**src/rtl/vga_bounce_ctrl.sv**
```systemverilog
// Bouncing-object position controller: moves an object one STEP per axis every
// FRAMES_PER_STEP enabled frame ticks, reversing at the 0 and MAX edges.
module vga_bounce_ctrl #(
  parameter int X_MAX           = 500,
  parameter int Y_MAX           = 440,
  parameter int STEP            = 1,
  parameter int FRAMES_PER_STEP = 1
) (
  input  logic        pclk,
  input  logic        rst_n,
  input  logic        frame_tick,
  input  logic        enable,
  input  logic        restart,
  output logic [9:0]  x_pos,
  output logic [9:0]  y_pos,
  output logic        pos_valid,
  output logic        hit_x,
  output logic        hit_y,
  output logic [15:0] bounce_cnt
);

  typedef enum logic {DIR_INC, DIR_DEC} dir_t;

  localparam logic [10:0] STEP_W   = 11'(STEP);
  localparam logic [7:0]  DIV_LAST = 8'(FRAMES_PER_STEP - 1);

  // Reset asserts immediately but releases only on a clock edge.
  logic [1:0] sync_reg;
  logic       rst_int_n;

  always_ff @(posedge pclk or negedge rst_n) begin
    if (!rst_n) sync_reg <= 2'b00;
    else        sync_reg <= {sync_reg[0], 1'b1};
  end

  assign rst_int_n = sync_reg[1];

  logic [7:0]  div_reg, div_next;
  logic        update;
  logic        pos_valid_reg;
  logic [15:0] bounce_reg, bounce_next;
  logic        any_hit;

  assign update = frame_tick && enable && !restart && (div_reg == DIV_LAST);

  always_comb begin
    div_next = div_reg;
    if (restart)
      div_next = 8'd0;
    else if (frame_tick && enable)
      div_next = (div_reg == DIV_LAST) ? 8'd0 : div_reg + 8'd1;
  end

  genvar gi;
  generate
    for (gi = 0; gi < 2; gi++) begin : g_axis
      localparam logic [10:0] AMAX = 11'((gi == 0) ? X_MAX : Y_MAX);

      dir_t       dir_reg, dir_next;
      logic [9:0] pos_reg, pos_next;
      logic       hit_reg, hit_next;
      logic [10:0] pos_ext;

      always_comb begin
        pos_ext  = {1'b0, pos_reg};
        pos_next = pos_reg;
        dir_next = dir_reg;
        hit_next = 1'b0;
        if (update) begin
          case (dir_reg)
            DIR_INC: begin
              if (pos_ext + STEP_W >= AMAX) begin
                pos_next = AMAX[9:0];
                dir_next = DIR_DEC;
                hit_next = 1'b1;
              end else begin
                pos_next = 10'(pos_ext + STEP_W);
              end
            end
            DIR_DEC: begin
              if (pos_ext <= STEP_W) begin
                pos_next = 10'd0;
                dir_next = DIR_INC;
                hit_next = 1'b1;
              end else begin
                pos_next = 10'(pos_ext - STEP_W);
              end
            end
            default: dir_next = DIR_INC;
          endcase
        end
      end

      always_ff @(posedge pclk or negedge rst_int_n) begin
        if (!rst_int_n) begin
          dir_reg <= DIR_INC;
          pos_reg <= 10'd0;
          hit_reg <= 1'b0;
        end else if (restart) begin
          dir_reg <= DIR_INC;
          pos_reg <= 10'd0;
          hit_reg <= 1'b0;
        end else begin
          dir_reg <= dir_next;
          pos_reg <= pos_next;
          hit_reg <= hit_next;
        end
      end
    end
  endgenerate

  // A corner reversal on both axes still counts as a single bounce event.
  assign any_hit = g_axis[0].hit_next | g_axis[1].hit_next;

  always_comb begin
    bounce_next = bounce_reg;
    if (restart)
      bounce_next = 16'd0;
    else if (any_hit && bounce_reg != 16'hFFFF)
      bounce_next = bounce_reg + 16'd1;
  end

  always_ff @(posedge pclk or negedge rst_int_n) begin
    if (!rst_int_n) begin
      div_reg       <= 8'd0;
      pos_valid_reg <= 1'b0;
      bounce_reg    <= 16'd0;
    end else begin
      div_reg       <= div_next;
      pos_valid_reg <= update;
      bounce_reg    <= bounce_next;
    end
  end

  assign x_pos      = g_axis[0].pos_reg;
  assign y_pos      = g_axis[1].pos_reg;
  assign hit_x      = g_axis[0].hit_reg;
  assign hit_y      = g_axis[1].hit_reg;
  assign pos_valid  = pos_valid_reg;
  assign bounce_cnt = bounce_reg;

endmodule

```
**config.mk**
```make
export PLATFORM = sky130hd
export DESIGN_NAME = vga_bounce_ctrl
export DESIGN_NICKNAME = d
export VERILOG_FILES = /design/src/rtl/vga_bounce_ctrl.sv
export SDC_FILE = /design/constraint.sdc
export NUM_CORES = 1
export LEC_CHECK = 0
export BUFFER_PORTS_ARGS = -buffer_cell sky130_fd_sc_hd__clkbuf_2
export CAP_MARGIN = 40
export CORE_ASPECT_RATIO = 0.8
export CORE_UTILIZATION = 40
export CTS_CLUSTER_SIZE = 8
export DETAILED_ROUTE_END_ITERATION = 10
export GPL_ROUTABILITY_DRIVEN = 0
export PLACE_DENSITY = 0.63
export REMOVE_ABC_BUFFERS = 1
export SYNTH_ARGS = -nofsm -noshare
export SYNTH_HDL_FRONTEND = slang
export SYNTH_SLANG_ARGS = --single-unit
```
**constraint.sdc**
```tcl
create_clock -name pclk -period 2.3 [get_ports pclk]
set_clock_uncertainty 0.2 [all_clocks]
set_input_delay 0.23 -clock pclk [delete_from_list [all_inputs] [get_ports pclk]]
set_output_delay 0.23 -clock pclk [all_outputs]
set_load 0.05 [all_outputs]
```
# --- After elaboration in Yosys (flattened, before gate mapping) ---
# Index checks and enable logic that the tools add are counted.
word_totals:
  in_bits: 5
  mem_count: 0
  wordCells: 66
  latchBits: 0
  mem_bits_ro: 0
  reg_bits: 51
  out_inout_bits: 39
  ram_bits: 0
op_classes:
  n_eq_ne: 1
  reduce_logical: 9
  n_lt_le_gt_ge: 4
  n_shift: 0
  n_addsub: 6
  bitwise_logic: 3
  muxes: 33
  multipliers: 0
  div_mod_pow: 0
ops:
  columns: ["operator", "count"]
  rows:
  - ["$mux 10", 8]
  - ["$pmux 10 s2", 2]
  - ["$mux 16", 2]
  - ["$mux 8", 3]
  - ["$add 10x1->11 const B", 2]
  - ["$ge 11x9->1 const B", 2]
  - ["$le 10x1->1 const B", 2]
  - ["$sub 10x1->10 const B", 2]
  - ["$add 16x1->16 const B", 1]
  - ["$ne 16x16->1 const B", 1]
  - ["$mux 1", 14]
  - ["$add 8x1->8 const B", 1]
  - ["$logic_not 8->1", 1]
  - ["$pmux 1 s2", 4]
  - ["$reduce_bool 2->1", 3]
  - ["$logic_and 1x1->1", 4]
  - ["$not 1->1", 2]
  - ["$logic_not 1->1", 1]
  - ["$or 1x1->1", 1]

# --- Depth between registers and ports, before layout ---
logic_depth:
  depth_word: 9
  depth_mapped: 10
  mapped_depth_nobuf: 9

# --- Worst setup path after synthesis ---
# Ideal clock, no wire load.
synth_timing:
  path_kind: "reg2reg"
  start: "register g_axis[1].pos_reg[0] (netlist: y_pos[0])"
  end: "register bounce_reg[8] (netlist: bounce_cnt[8])"
  period_less_slack_ps: 3017
  path_slack_ps: -717
  t_arrival_ps: 2690
  setup_time_ps: 128
  stages_incl_launch_ff: 10
  t_required_ps: 1972
  n_path_buf: 1
  cell_sequence: "dfrtp_1 > ha_1 > nand4_1 > nor3_1 > a211o_1 > nand2_1 > o221a_4 > buf_6 > nor4_1 > mux2_1"
synth_between:
  elab_chain_cells: 8
  word_cells_on_any_way: 10
  classes_between: "add/sub (1); order compare (2); mux (4); bitwise (1); reduce/logical (2)"
synth_lines:
  columns: ["element", "line_no", "text"]
  rows:
  - ["from (decl)", "60", "logic [9:0] pos_reg, pos_next;"]
  - ["from (signal assigned)", "105", "pos_reg <= pos_next;"]
  - ["$add 10x1->11", null, null]
  - ["$ge 11x9->1", "72", "if (pos_ext + STEP_W >= AMAX) begin"]
  - ["$mux 1", "72", null]
  - ["$pmux 1 s2 *", "70", "case (dir_reg)"]
  - ["$mux 1 *", "69", "if (update) begin"]
  - ["$or 1x1->1 *", "113", "assign any_hit = g_axis[0].hit_next | g_axis[1].hit_next;"]
  - ["$logic_and 1x1->1 *", "119", "else if (any_hit && bounce_reg != 16'hFFFF)"]
  - ["$reduce_bool 2->1 (no line) *", null, null]
  - ["to (signal assigned)", "131", "bounce_reg <= bounce_next;"]
  - ["to (decl)", "41", "logic [15:0] bounce_reg, bounce_next;"]
# Mark *: on every way between the ends. The rest lies on a longest branch, timed or not.
# A chain may end at the register's enable or synchronous reset.

# --- Worst setup path in the final report ---
layout_timing:
  start: "register g_axis[1].pos_reg[0] (netlist: y_pos[0])"
  end: "register bounce_reg[5] (netlist: bounce_cnt[5])"
# The elaborated chain is that of the path after synthesis.

==> results.sh <==
export IMPL_dp_cells=683
export IMPL_dp_hpwl_um=7860
export IMPL_fp_dieW_um=107
export IMPL_post_drt_via_cell_ratio=5.63
export IMPL_antennaDiodeCount=0
export IMPL_finalCritPeriodShare_pct=115
export IMPL_status="finished with violations"
export IMPL_grt_pass1_wl_um=18400
export IMPL_insertion_delay_ns=0.32
export IMPL_netlist_top_cell_by_area="dfrtp_1"
export IMPL_ys_seq_area_share_pct=35.9
export IMPL_cts_buffers=5
export IMPL_post_route_min_period_ns=2.64
export IMPL_drt_iter0_markers=283
export IMPL_finalHoldViolCount=0
export IMPL_grt_max_degree=41
export IMPL_ys_types=64
export IMPL_dr_total_vias=3994
export IMPL_die_h_um=86.4
export IMPL_fin_cells=710
export IMPL_core_um2=8560
export IMPL_io_pins=44
export IMPL_start_util_pct=41.6
export IMPL_cp_end_kind="register"
export IMPL_synthFlopType="dfrtp_1"
export IMPL_clk_pin_slew_ns=0.10
export IMPL_tightest_slew_ns=0.642
export IMPL_ys_ff_latch=51
export IMPL_synth_area_um2=3560
export IMPL_drive_gt1_share_pct=41.5
export IMPL_drv_slew=0
export IMPL_maxSlewHeadroom_pct=57.0
export IMPL_clock_fmax_mhz=378
export IMPL_rsz0062_at_grt="yes"
export IMPL_grt_pass1_vias=3770
export IMPL_syn_instance_count=433
export IMPL_synth_top_area_share_pct=35.9
export IMPL_gr_total_overflow=0
export IMPL_drt_wl_total_um=11400
export IMPL_cts_max_level=2
export IMPL_arrival_ns=2.70
export IMPL_syn_to_final_growth_pct=48.9
export IMPL_cp_max_fo=6
export IMPL_clock_path_buffers=2
export IMPL_layout_nets=611
export IMPL_largest_register_ffs=16
export IMPL_crit_type="reg -> reg"
export IMPL_cap_violations=0
export IMPL_wire_per_inst_um=16.0
export IMPL_synthTopCellsByArea="dfrtp_1 36%, o21ai_0 5.5%, nand2_1 4.3%"
export IMPL_drtPass1Iterations=5
export IMPL_yosys_warnings=0
export IMPL_timing_hold_ws_ns=0.0204
export IMPL_synth_edf_count=0
export IMPL_antenna_found_initial=0
export IMPL_crit_required_ns=2.35
export IMPL_ctsRootBufferMaster="clkbuf_8"
export IMPL_placementRows=30
export IMPL_ys_async_sr_fraction_pct=100
export IMPL_postRouteAntennaNets=0
export IMPL_grt_usage_pct=25.0
export IMPL_setup_violations=26
export IMPL_violations="negative setup slack"
export IMPL_start_kind="register"
export IMPL_postSynthAreaPerCell_um2=8.22
export IMPL_cts_tree="yes"
export IMPL_drc=0
export IMPL_io_buffer_count=43
export IMPL_setup_ws_ns=-0.343
export IMPL_dieArea_um2=9280
export IMPL_p_leak_uw=0.00246
export IMPL_hold_class="in -> async"
export IMPL_vdd_ir_drop_worst_uv=280
export IMPL_cts_sinks=51
export IMPL_powerDensity_nw_per_um2=332
## report_power, final
part / internal [uW] / switching (uW)
logic: 113 / 153
clock network: 247 / 336
registers: 903 / 6.69
total: 1260 / 495
## worst paths after layout
check | end | cells after the start | start | slack (ns)
hold reg to reg | x_pos[3] | 1 | sync_reg[1] | 0.07
setup / recovery | bounce_cnt[5] | 9 | y_pos[0] | -0.34
max in group asynchronous | x_pos[2] | 1 | sync_reg[1] | 0.94
hold / removal | sync_reg[1] | 2 | rst_n | 0.02
min in group pclk | div_reg[4] | 4 | enable | 0.10
setup reg to reg | bounce_cnt[5] | 9 | y_pos[0] | -0.34
## through the flow
stage / power [uW] / setup slack [ns] / utilization [%] / setup TNS, ns / cell area (um^2)
finish: 1760 / -0.343 / 61.9 / -4.79 / 5300
global route: 1830 / -0.455 / 61.9 / -8.21 / 5300
CTS: 1760 / -0.327 / 59.5 / -4.75 / 5100
detailed placement: 1160 / -0.396 / 54.9 / -6.68 / 4700
global placement: 1150 / -0.327 / 54.9 / -6.76 / 4690
floorplan: 1040 / -0.895 / - / -20.01 / 3430
## cell families (layout without fill, tap and decap cells)
family	Yosys count	in the layout	share of synthesized area, %
mux	4	4	1.30
other cells	1	1	0.105
fa+ha+maj	9	9	3.16
flops	51	51	35.9
xor+xnor	12	12	2.95
compound gates	128	128	24.7
simple gates	175	175	25.4
buf+inv	53	218	6.54
## cells in the mapped netlist, drive strengths merged, types with 8 or more instances
library cell / count
a21o: 10
a21oi: 15
and3: 9
buf: 16
clkbuf: 9
dfrtp: 51
ha: 9
inv: 28
nand2: 41
nand2b: 8
nand3: 30
nor2: 29
nor3: 15
o21ai: 47
or3: 9
## cell usage in the layout, fill, tap and decap left out, types with 6 or more instances in the layout
master	netlist	layout
buf_6	1	13
clkbuf_8	0	6
nor2_1	29	26
clkbuf_2	0	43
buf_4	3	123
o21ai_1	8	15
nand4_1	6	6
inv_1	27	24
o21ai_0	39	29
nand2b_1	8	8
nor3_1	14	12
ha_1	9	7
nand3_1	30	26
or3_1	9	8
a21oi_1	15	12
dfrtp_1	51	46
a211o_1	6	6
and3_1	9	8
xnor2_1	6	6
o31ai_1	6	6
nand2_1	41	39
a21o_1	10	10
## timing repair
item	4_1_cts	5_1_grt
hold endpoints to repair	11	0
buffers inserted	10	5
cloned	1	1
pin swaps	19	11
setup endpoints to repair	34	38
hold buffers	2	0
resized for setup	54	42
## critical path, stage by stage, from the launching register on
cell and delay, ns:
dfrtp_1 0.43, ha_4 0.20, a21o_1 0.15, a31oi_1 0.21, o221ai_2 0.16, and2_4 0.17
o221a_4 0.29, buf_4 0.14, or4_4 0.51, a21oi_2 0.12
## cell type report
class,instances,area (um^2)
inverter,28,105
multi-input combinational,329,2350
clock inverter,2,16.3
sequential,51,1280
fill,708,3260
timing repair buffer,182,1330
tap,112,140
clock buffer,6,82.6
## layer usage
layer / track usage (%) / up-vias / wire length [um] / share of wire, %
met3: 4.66 / 19 / 712 / 6.3
met2: 39.8 / 124 / 5310 / 47
met5: 0 / - / 0 / 0
li1: - / 1913 / - / -
met1: 34.8 / 1938 / 5150 / 45
met4: 7.47 / 0 / 187 / 1.6
No activity file was read; power rests on OpenSTA's default activity.
